`src/rtl/ycbcr_to_rgb_if.sv`:
```
// ycbcr_to_rgb_if: AXI4-Stream video beat bundle (tdata/tvalid/tready/tlast/tuser)
interface ycbcr_to_rgb_if #(parameter int DW = 24);
  logic [DW-1:0] tdata;
  logic tvalid;
  logic tready;
  logic tlast;
  logic tuser;
  modport master(output tdata, tvalid, tlast, tuser, input tready);
  modport slave(input tdata, tvalid, tlast, tuser, output tready);
endinterface

```
`src/rtl/ycbcr_to_rgb.sv`:
```
// ycbcr_to_rgb: 3-stage packed 5:5:5 YCbCr -> 10-bit-per-field RGB, optional YCC2RGB_LSB_REPLICATE_EN fills field LSBs
module ycbcr_to_rgb #(
  parameter int CR_R   = 22,
  parameter int CB_G   = 5,
  parameter int CR_G   = 11,
  parameter int CB_B   = 28,
  parameter int OFFSET = 16
) (
  input  logic clk,
  input  logic rst,
  ycbcr_to_rgb_if.slave  s_axis_video,
  ycbcr_to_rgb_if.master m_axis_video
);
  localparam logic signed [11:0] K_CR_R = 12'(CR_R);
  localparam logic signed [11:0] K_CB_G = 12'(CB_G);
  localparam logic signed [11:0] K_CR_G = 12'(CR_G);
  localparam logic signed [11:0] K_CB_B = 12'(CB_B);
  localparam logic [5:0] K_OFS = 6'(OFFSET);
  logic w_rdy1, w_rdy2, w_rdy3;
  logic r_v1, r_v2, r_v3;
  logic [4:0] r_s1_y;
  logic signed [5:0] r_s1_dcb, r_s1_dcr;
  logic r_s1_last, r_s1_user;
  logic [4:0] r_s2_y;
  logic signed [11:0] r_s2_rt, r_s2_gt, r_s2_bt;
  logic r_s2_last, r_s2_user;
  logic [4:0] r_s3_r, r_s3_g, r_s3_b;
  logic r_s3_last, r_s3_user;
  logic signed [5:0] w_dcb, w_dcr;
  logic signed [11:0] w_dcb_x, w_dcr_x, w_rt, w_gt, w_bt;
  logic signed [11:0] w_y_x, w_r, w_g, w_b;
  logic w_unused;
  function automatic logic [4:0] sat5(input logic signed [11:0] x);
    return x[11] ? 5'd0 : (x > 12'sd31) ? 5'd31 : x[4:0];
  endfunction
  function automatic logic [9:0] fld(input logic [4:0] v);
`ifdef YCC2RGB_LSB_REPLICATE_EN
    return {v, v};
`else
    return {v, 5'b0};
`endif
  endfunction
  // A stage can take a new beat when it is empty or its contents move on this cycle
  always_comb begin
    w_rdy3 = !r_v3 | m_axis_video.tready;
    w_rdy2 = !r_v2 | w_rdy3;
    w_rdy1 = !r_v1 | w_rdy2;
    s_axis_video.tready = w_rdy1 & !rst;
  end
  // Unpack the 5-bit fields and remove the chroma zero level
  always_comb begin
    w_dcb = $signed({1'b0, s_axis_video.tdata[15:11]} - K_OFS);
    w_dcr = $signed({1'b0, s_axis_video.tdata[23:19]} - K_OFS);
    w_unused = &{1'b0, s_axis_video.tdata[18:16], s_axis_video.tdata[10:8], s_axis_video.tdata[2:0]};
  end
  // Chroma contributions in Q4, rounded then floored by the arithmetic shift
  always_comb begin
    w_dcb_x = {{6{r_s1_dcb[5]}}, r_s1_dcb};
    w_dcr_x = {{6{r_s1_dcr[5]}}, r_s1_dcr};
    w_rt = (K_CR_R * w_dcr_x + 12'sd8) >>> 4;
    w_gt = (K_CB_G * w_dcb_x + K_CR_G * w_dcr_x + 12'sd8) >>> 4;
    w_bt = (K_CB_B * w_dcb_x + 12'sd8) >>> 4;
  end
  // Recombine with luma before saturation
  always_comb begin
    w_y_x = $signed({7'b0, r_s2_y});
    w_r = w_y_x + r_s2_rt;
    w_g = w_y_x - r_s2_gt;
    w_b = w_y_x + r_s2_bt;
  end
  // Output word: R, B, G in the top 5 bits of their 10-bit fields
  always_comb begin
    m_axis_video.tdata = {2'b0, fld(r_s3_r), fld(r_s3_b), fld(r_s3_g)};
    m_axis_video.tvalid = r_v3;
    m_axis_video.tlast = r_s3_last;
    m_axis_video.tuser = r_s3_user;
  end
  // Stage 1: field extraction and offset removal
  always_ff @(posedge clk)
    if (rst) begin
      r_v1 <= 1'b0;
      r_s1_y <= '0;
      r_s1_dcb <= '0;
      r_s1_dcr <= '0;
      r_s1_last <= 1'b0;
      r_s1_user <= 1'b0;
    end else if (w_rdy1) begin
      r_v1 <= s_axis_video.tvalid;
      r_s1_y <= s_axis_video.tdata[7:3];
      r_s1_dcb <= w_dcb;
      r_s1_dcr <= w_dcr;
      r_s1_last <= s_axis_video.tlast;
      r_s1_user <= s_axis_video.tuser;
    end
  // Stage 2: coefficient multiplies
  always_ff @(posedge clk)
    if (rst) begin
      r_v2 <= 1'b0;
      r_s2_y <= '0;
      r_s2_rt <= '0;
      r_s2_gt <= '0;
      r_s2_bt <= '0;
      r_s2_last <= 1'b0;
      r_s2_user <= 1'b0;
    end else if (w_rdy2) begin
      r_v2 <= r_v1;
      r_s2_y <= r_s1_y;
      r_s2_rt <= w_rt;
      r_s2_gt <= w_gt;
      r_s2_bt <= w_bt;
      r_s2_last <= r_s1_last;
      r_s2_user <= r_s1_user;
    end
  // Stage 3: add to luma and clamp to 0..31
  always_ff @(posedge clk)
    if (rst) begin
      r_v3 <= 1'b0;
      r_s3_r <= '0;
      r_s3_g <= '0;
      r_s3_b <= '0;
      r_s3_last <= 1'b0;
      r_s3_user <= 1'b0;
    end else if (w_rdy3) begin
      r_v3 <= r_v2;
      r_s3_r <= sat5(w_r);
      r_s3_g <= sat5(w_g);
      r_s3_b <= sat5(w_b);
      r_s3_last <= r_s2_last;
      r_s3_user <= r_s2_user;
    end
endmodule

```
`src/flat_wrapper.sv`:
```
// flat-port wrapper written by rule: the top's interface ports become plain ports
module ycbcr_to_rgb_flat 
#(
  parameter int CR_R   = 22,
  parameter int CB_G   = 5,
  parameter int CR_G   = 11,
  parameter int CB_B   = 28,
  parameter int OFFSET = 16
)
  (clk, rst, s_axis_video_tdata, s_axis_video_tvalid, s_axis_video_tlast, s_axis_video_tuser, s_axis_video_tready, m_axis_video_tdata, m_axis_video_tvalid, m_axis_video_tlast, m_axis_video_tuser, m_axis_video_tready);
  ycbcr_to_rgb_if #(.DW(24)) s_axis_video_i ();
  ycbcr_to_rgb_if #(.DW(32)) m_axis_video_i ();
  input  logic clk;
  input  logic rst;
  input wire logic [$bits(s_axis_video_i.tdata)-1:0] s_axis_video_tdata;
  input wire logic [$bits(s_axis_video_i.tvalid)-1:0] s_axis_video_tvalid;
  input wire logic [$bits(s_axis_video_i.tlast)-1:0] s_axis_video_tlast;
  input wire logic [$bits(s_axis_video_i.tuser)-1:0] s_axis_video_tuser;
  output wire logic [$bits(s_axis_video_i.tready)-1:0] s_axis_video_tready;
  output wire logic [$bits(m_axis_video_i.tdata)-1:0] m_axis_video_tdata;
  output wire logic [$bits(m_axis_video_i.tvalid)-1:0] m_axis_video_tvalid;
  output wire logic [$bits(m_axis_video_i.tlast)-1:0] m_axis_video_tlast;
  output wire logic [$bits(m_axis_video_i.tuser)-1:0] m_axis_video_tuser;
  input wire logic [$bits(m_axis_video_i.tready)-1:0] m_axis_video_tready;
  assign s_axis_video_i.tdata = s_axis_video_tdata;
  assign s_axis_video_i.tvalid = s_axis_video_tvalid;
  assign s_axis_video_i.tlast = s_axis_video_tlast;
  assign s_axis_video_i.tuser = s_axis_video_tuser;
  assign s_axis_video_tready = s_axis_video_i.tready;
  assign m_axis_video_tdata = m_axis_video_i.tdata;
  assign m_axis_video_tvalid = m_axis_video_i.tvalid;
  assign m_axis_video_tlast = m_axis_video_i.tlast;
  assign m_axis_video_tuser = m_axis_video_i.tuser;
  assign m_axis_video_i.tready = m_axis_video_tready;
  ycbcr_to_rgb #(.CR_R(CR_R), .CB_G(CB_G), .CR_G(CR_G), .CB_B(CB_B), .OFFSET(OFFSET)) u_core (.clk(clk), .rst(rst), .s_axis_video(s_axis_video_i), .m_axis_video(m_axis_video_i));
endmodule
```
`config.mk`:
```
export PLATFORM = sky130hd
export DESIGN_NAME = ycbcr_to_rgb_flat
export DESIGN_NICKNAME = d
export VERILOG_FILES = /design/src/rtl/ycbcr_to_rgb_if.sv /design/src/rtl/ycbcr_to_rgb.sv /design/src/flat_wrapper.sv
export SDC_FILE = /design/constraint.sdc
export NUM_CORES = 1
export LEC_CHECK = 0
export CORE_MARGIN = 1.5
export CORE_UTILIZATION = 56
export CTS_CLUSTER_SIZE = 8
export DETAILED_ROUTE_END_ITERATION = 10
export GPL_ROUTABILITY_DRIVEN = 0
export PLACE_DENSITY_LB_ADDON = 0.12
export SLEW_MARGIN = 20
export SYNTH_ARGS = -nofsm -noshare
export SYNTH_HDL_FRONTEND = slang
export SYNTH_SLANG_ARGS = --single-unit
```
`constraint.sdc`:
```
create_clock -name clk -period 5.3 [get_ports clk]
set_input_delay 1.06 -clock clk [delete_from_list [all_inputs] [get_ports clk]]
set_output_delay 1.06 -clock clk [all_outputs]
set_load 0.01 [all_outputs]
```
---- Word level (Yosys, flattened, before mapping) ----
Index checks and enable logic that the tools add are counted.
storage, ports and cells
  logic and storage cells ................. 49
  output and inout port bits .............. 36
  bits in registers ....................... 70
operators by class
  add/sub/neg operators ................... 9
  reduce and logical (&&, ||, !) cells .... 4
  multipliers ............................. 4
  bitwise logic cells ..................... 4
  multiplexer cells ....................... 6
  magnitude comparators ................... 3
operator list
  kind                                                             count
  adder 12 x 5 -> 12 bit (second input constant)                   3
  greater-than comparator 12 x 6 -> 1 bit (second input constant)  3
  2-to-1 mux 5 bit                                                 6
  multiplier 5 x 6 -> 11 bit (first input constant)                2
  multiplier 4 x 6 -> 10 bit (first input constant)                2
  adder 6 x 8 -> 9 bit                                             2
  adder 12 bit                                                     1
  subtractor 5 x 5 -> 6 bit (second input constant)                2
  subtractor 6 x 8 -> 9 bit                                        1
  zero test 1 bit                                                  4
  bitwise OR 1 bit                                                 3
  bitwise AND 1 bit                                                1

---- Depth between registers and ports, before layout ----
  depth after elaboration ................. 5
  gate-level depth with buffers ........... 19
  depth with buffers taken out ............ 18

---- Least setup slack after synthesis ----
Ideal clock, no wire load.
  path type ............................... flip-flop to flip-flop
  from .................................... register u_core.r_s1_dcr[3]
  to ...................................... register u_core.r_s2_gt[7] (netlist name)
  setup slack ............................. 1,334 ps
  path buffers ............................ 0
  stages on the path, launching flop included .. 17
  setup time .............................. 126 ps
  arrival time ............................ 3,840 ps
  cells stage by stage .................... dfxtp_1 ha_1 fa_1 ha_1 and3_1 o2bb2ai_1 o21a_1 o21ai_0 xor2_1 inv_1 ha_1 ha_1 a21o_1 a21o_1 and3_1 a211oi_1 nand3_1
on the way
  word-level cells in the longest chain between the ends .. 3
RTL lines
  item                        RTL line            RTL
  start, declared             ycbcr_to_rgb.sv:22  logic signed [5:0] r_s1_dcb, r_s1_dcr;
  start signal, assigned      ycbcr_to_rgb.sv:91  r_s1_dcr <= w_dcr;
  multiplier 5 x 6 -> 11 bit  ycbcr_to_rgb.sv:61  w_gt = (K_CB_G * w_dcb_x + K_CR_G * w_dcr_x + 12'sd8) >>> 4;
  adder 12 bit                ycbcr_to_rgb.sv:61
  adder 12 x 5 -> 12 bit      ycbcr_to_rgb.sv:61
No other way between the ends.
A chain may end at the register's enable or synchronous reset.

---- Worst setup path after layout ----
  from .................................... register u_core.r_s1_dcr[4]
  to ...................................... register u_core.r_s2_gt[7] (netlist name)
on the way
  word-level cells in the longest chain between the ends .. 3
RTL lines
  item                        RTL line
  multiplier 5 x 6 -> 11 bit  ycbcr_to_rgb.sv:61
  adder 12 bit                ycbcr_to_rgb.sv:61
  adder 12 x 5 -> 12 bit      ycbcr_to_rgb.sv:61
No other way between the ends.

==> results.sh <==
export IMPL_min_period_ps=4412
export IMPL_worst_setup_hold_path_clk_slew_ps=90
export IMPL_cts_sinks=68
export IMPL_clk_latency_ps=340
export IMPL_min_period_over_period=0.8324
export IMPL_yosysSeqAreaShare=0.2758
export IMPL_numCtsBuffers=9
export IMPL_syn_mean_instance_area_um2=8.338
export IMPL_die_y_extent_um=96.89
export IMPL_design_core_area_um2=8636
export IMPL_post_cts_hold_buffer_count=0
export IMPL_critPathSlowestCell="dfxtp_1"
export IMPL_cp_start_kind="register"
export IMPL_slew_viol_final=0
export IMPL_vias_in_the_first_global_route=3806
export IMPL_worst_pin_slew_ps=710.6
export IMPL_power_per_cell_area_nw_per_um2=312.9
export IMPL_cell_internal_pwr_mw=1.109
export IMPL_totalPowerFinal_mw=1.726
export IMPL_timing_setup_critical_path_class="reg -> reg"
export IMPL_crit_fanout=12
export IMPL_dr_total_vias=4059
export IMPL_post_cts_resize_count=0
export IMPL_grt_antenna_before_repair=0
export IMPL_endpoint_kind="register"
export IMPL_ant_nets=0
export IMPL_postSynthRegisterBits=68
export IMPL_synthTopCellsByArea="dfxtp_1 28%, ha_1 17%, a21oi_1 6.3%, nand2_1 6.0%, xnor2_1 5.5%"
export IMPL_worstPathRequired_ps=5530
export IMPL_max_rail_drop_vdd_uv=154.5
export IMPL_finish_net_count=729
export IMPL_die_area_um2=9387
export IMPL_area_growth_syn_to_layout_pct=11.74
export IMPL_grt_start_max_net_pins=66
export IMPL_maximum_level_of_the_cts_h_tree=3
export IMPL_drive_gt1_frac=0.05246
export IMPL_port_buffers=39
export IMPL_pwr_share_comb=0.369
export IMPL_synth_largest_area_cell="dfxtp_1"
export IMPL_worstHoldPathType="reg -> reg"
export IMPL_worst_path_buf_inv=1
export IMPL_cp_slowest_stage_delay_ps=650
export IMPL_wirelength_um=10160
export IMPL_max_freq_ghz=0.2267
export IMPL_initial_core_util=0.5716
export IMPL_post_drt_via_cell_ratio=5.507
export IMPL_fin_skew_ps=9.057
export IMPL_swShare=0.3574
export IMPL_synth_cells=592
export IMPL_detail_route_first_pass_iterations=4
export IMPL_cpLargestDelayFamily="adder cells"
export IMPL_post_synth_top_count_cell="nand2_1"
export IMPL_share_clk_of_total_power=0.262
export IMPL_finalSetupTns_ps=0
export IMPL_worst_endpoint_arrival_ps=4650
export IMPL_grt_overflow_total=0
export IMPL_cts_tree="yes"
export IMPL_first_pass_grt_wire_length_um=17410
export IMPL_n_antenna_cell=0
export IMPL_row_count=34
export IMPL_reg2reg_depth=17
export IMPL_critical_path_cell_count=17
export IMPL_hold_depth=2
export IMPL_finalSetupViolCount=0
export IMPL_seq_power_share=0.370
export IMPL_max_cap_viol_count=0
export IMPL_crit_path_frequent_cell="ha_1"
export IMPL_synth_flop_cell="dfxtp_1"
export IMPL_cts_buffer_depth=2
export IMPL_detailed_place_hpwl_um=7740
export IMPL_share_of_synthesized_flip_flops_with_an_asynchronous_set_or_reset=0
export IMPL_number_of_distinct_library_cells_after_synthesis=54
export IMPL_pin_count=66
export IMPL_crit_path_cell_trace="ha_1 > xor2_1 > xnor2_1 > ha_1 > and3_1 > o2bb2ai_1 > o21a_1 > o21ai_0 > xor2_1 > inv_1 > ha_1 > ha_1 > a21o_1 > a21o_1 > and3_1 > a211oi_1 > nand3_1"
export IMPL_rsz0062_at_grt="no"
export IMPL_grt_use_total=0.2239
export IMPL_synth_warnings=0
export IMPL_synth_top_cell_area_share=0.2758
export IMPL_hold_viol=0
export IMPL_clock_root_buffer="clkbuf_8"
export IMPL_remaining_drc_errors=0
export IMPL_static_leakage_power_nw=2.581
export IMPL_post_cts_buffers=0
export IMPL_die_w_um=96.89
export IMPL_syn_cell_area_um2=4936
export IMPL_netlist_top_cells_count="79 x nand2_1, 68 x dfxtp_1, 66 x ha_1"
export IMPL_rel_slew_slack=0.5251
export IMPL_count_of_flip_flops_with_a_built_in_enable_after_synthesis=0
export IMPL_drtIter0Drc=154
export IMPL_p_sw_uw=616.8
export IMPL_wl_per_cell_um=13.79
export IMPL_run_status="completed"
-- logic make-up (layout without fill, tap and decap cells) --
| family | after synthesis | in the layout | synth area share |
|---|---|---|---|
| flip-flops | 68 | 68 | 0.2758 |
| buffers and inverters | 78 | 99 | 0.07985 |
| AO/OA/AOI/OAI | 149 | 149 | 0.1909 |
| XOR/XNOR | 47 | 47 | 0.08340 |
| multiplexers | 7 | 7 | 0.01445 |
| AND/OR/NAND/NOR | 167 | 167 | 0.1511 |
| adder cells (fa/ha/maj) | 75 | 75 | 0.2038 |
| other | 1 | 17 | 0.0007597 |
-- final timing paths --
kind / slack (ps) / end / start
max: 890 / u_core.r_s2_gt[7] / u_core.r_s1_dcr[4]
min: 450 / u_core.r_s3_r[0] / u_core.r_s3_r[0]
max reg2reg: 890 / u_core.r_s2_gt[7] / u_core.r_s1_dcr[4]
min reg2reg: 450 / u_core.r_s3_r[0] / u_core.r_s3_r[0]
-- placed cells by master, fill, tap and decap left out, types with 4 or more instances in the layout --
cell type        count
a211oi_1            19
clkdlybuf4s50_1     38
conb_1              17
a21oi_1             62
nor3_1               9
ha_1                66
mux2i_1              6
and3_1               6
clkbuf_8             9
xor2_1              16
inv_1               37
fa_1                 9
o21a_1               6
a21o_1              19
xnor2_1             31
nand3_1             10
nor2b_1              6
o21ai_0             14
buf_4                5
o31ai_1              4
a31oi_1              5
dfxtp_1             68
nand2_1             79
nor2_1              35
-- power by group through the flow --
stage	sequential [mW]	combinational (mW)	clock, mW
detailed placement	0.650	0.632	0
floorplan	0.645	0.471	0
CTS	0.638	0.638	0.464
finish	0.638	0.636	0.451
global placement	0.647	0.612	0
global route	0.647	0.717	0.486
-- flip-flops by register name, indices dropped and copies added, names as in the netlist --
| signal | cells |
|---|---|
| u_core.m_axis_video.tlast | 1 |
| u_core.m_axis_video.tuser | 1 |
| u_core.m_axis_video.tvalid | 1 |
| u_core.r_s1_dcb | 5 |
| u_core.r_s1_dcr | 5 |
| u_core.r_s1_last | 1 |
| u_core.r_s1_user | 1 |
| u_core.r_s1_y | 5 |
| u_core.r_s2_bt | 8 |
| u_core.r_s2_gt | 8 |
| u_core.r_s2_last | 1 |
| u_core.r_s2_rt | 8 |
| u_core.r_s2_user | 1 |
| u_core.r_s2_y | 5 |
| u_core.r_s3_b | 5 |
| u_core.r_s3_g | 5 |
| u_core.r_s3_r | 5 |
| u_core.r_v1 | 1 |
| u_core.r_v2 | 1 |
-- area by class of cell --
type / instances / area [µm²]
repair buffers: 44 / 422.9
clock inverters: 7 / 82.58
fillers: 759 / 3120
clock buffers: 9 / 123.9
well taps: 108 / 135.1
flip-flops and latches: 68 / 1361
multi-input cells: 462 / 3243
inverters: 39 / 146.4
-- per-layer routing --
metal | global-route usage | wire length (µm)
met1 | 0.2747 | 4803
met2 | 0.4008 | 4942
met3 | 0.03179 | 227
met4 | 0.07358 | 189
met5 | 0 | 0
-- metrics by stage --
stage / area [µm²] / hold slack [ps] / utilization / cells / worst slack, ps
floorplan: 4996 / 425.1 / - / 608 / 1334
global route: 5515 / 473.6 / 0.6387 / 737 / 595.4
detailed placement: 5309 / 444.0 / 0.6147 / 721 / 907.8
global placement: 5309 / 439.1 / 0.6147 / 721 / 1011
CTS: 5515 / 454.9 / 0.6387 / 737 / 891.8
finish: 5515 / 451.1 / 0.6387 / 737 / 888.1
-- worst register-to-register path, cell delays in order, from the launching register on --
cell and delay (ps):
dfxtp_1 650, ha_1 340, xor2_1 170, xnor2_1 130, ha_1 350, and3_1 190, o2bb2ai_1 140, o21a_1 180
o21ai_0 180, xor2_1 290, inv_1 90, ha_1 310, ha_1 390, a21o_1 190, a21o_1 190, and3_1 190
a211oi_1 230, nand3_1 100
Note: power is estimated with default switching activity, not from simulation.
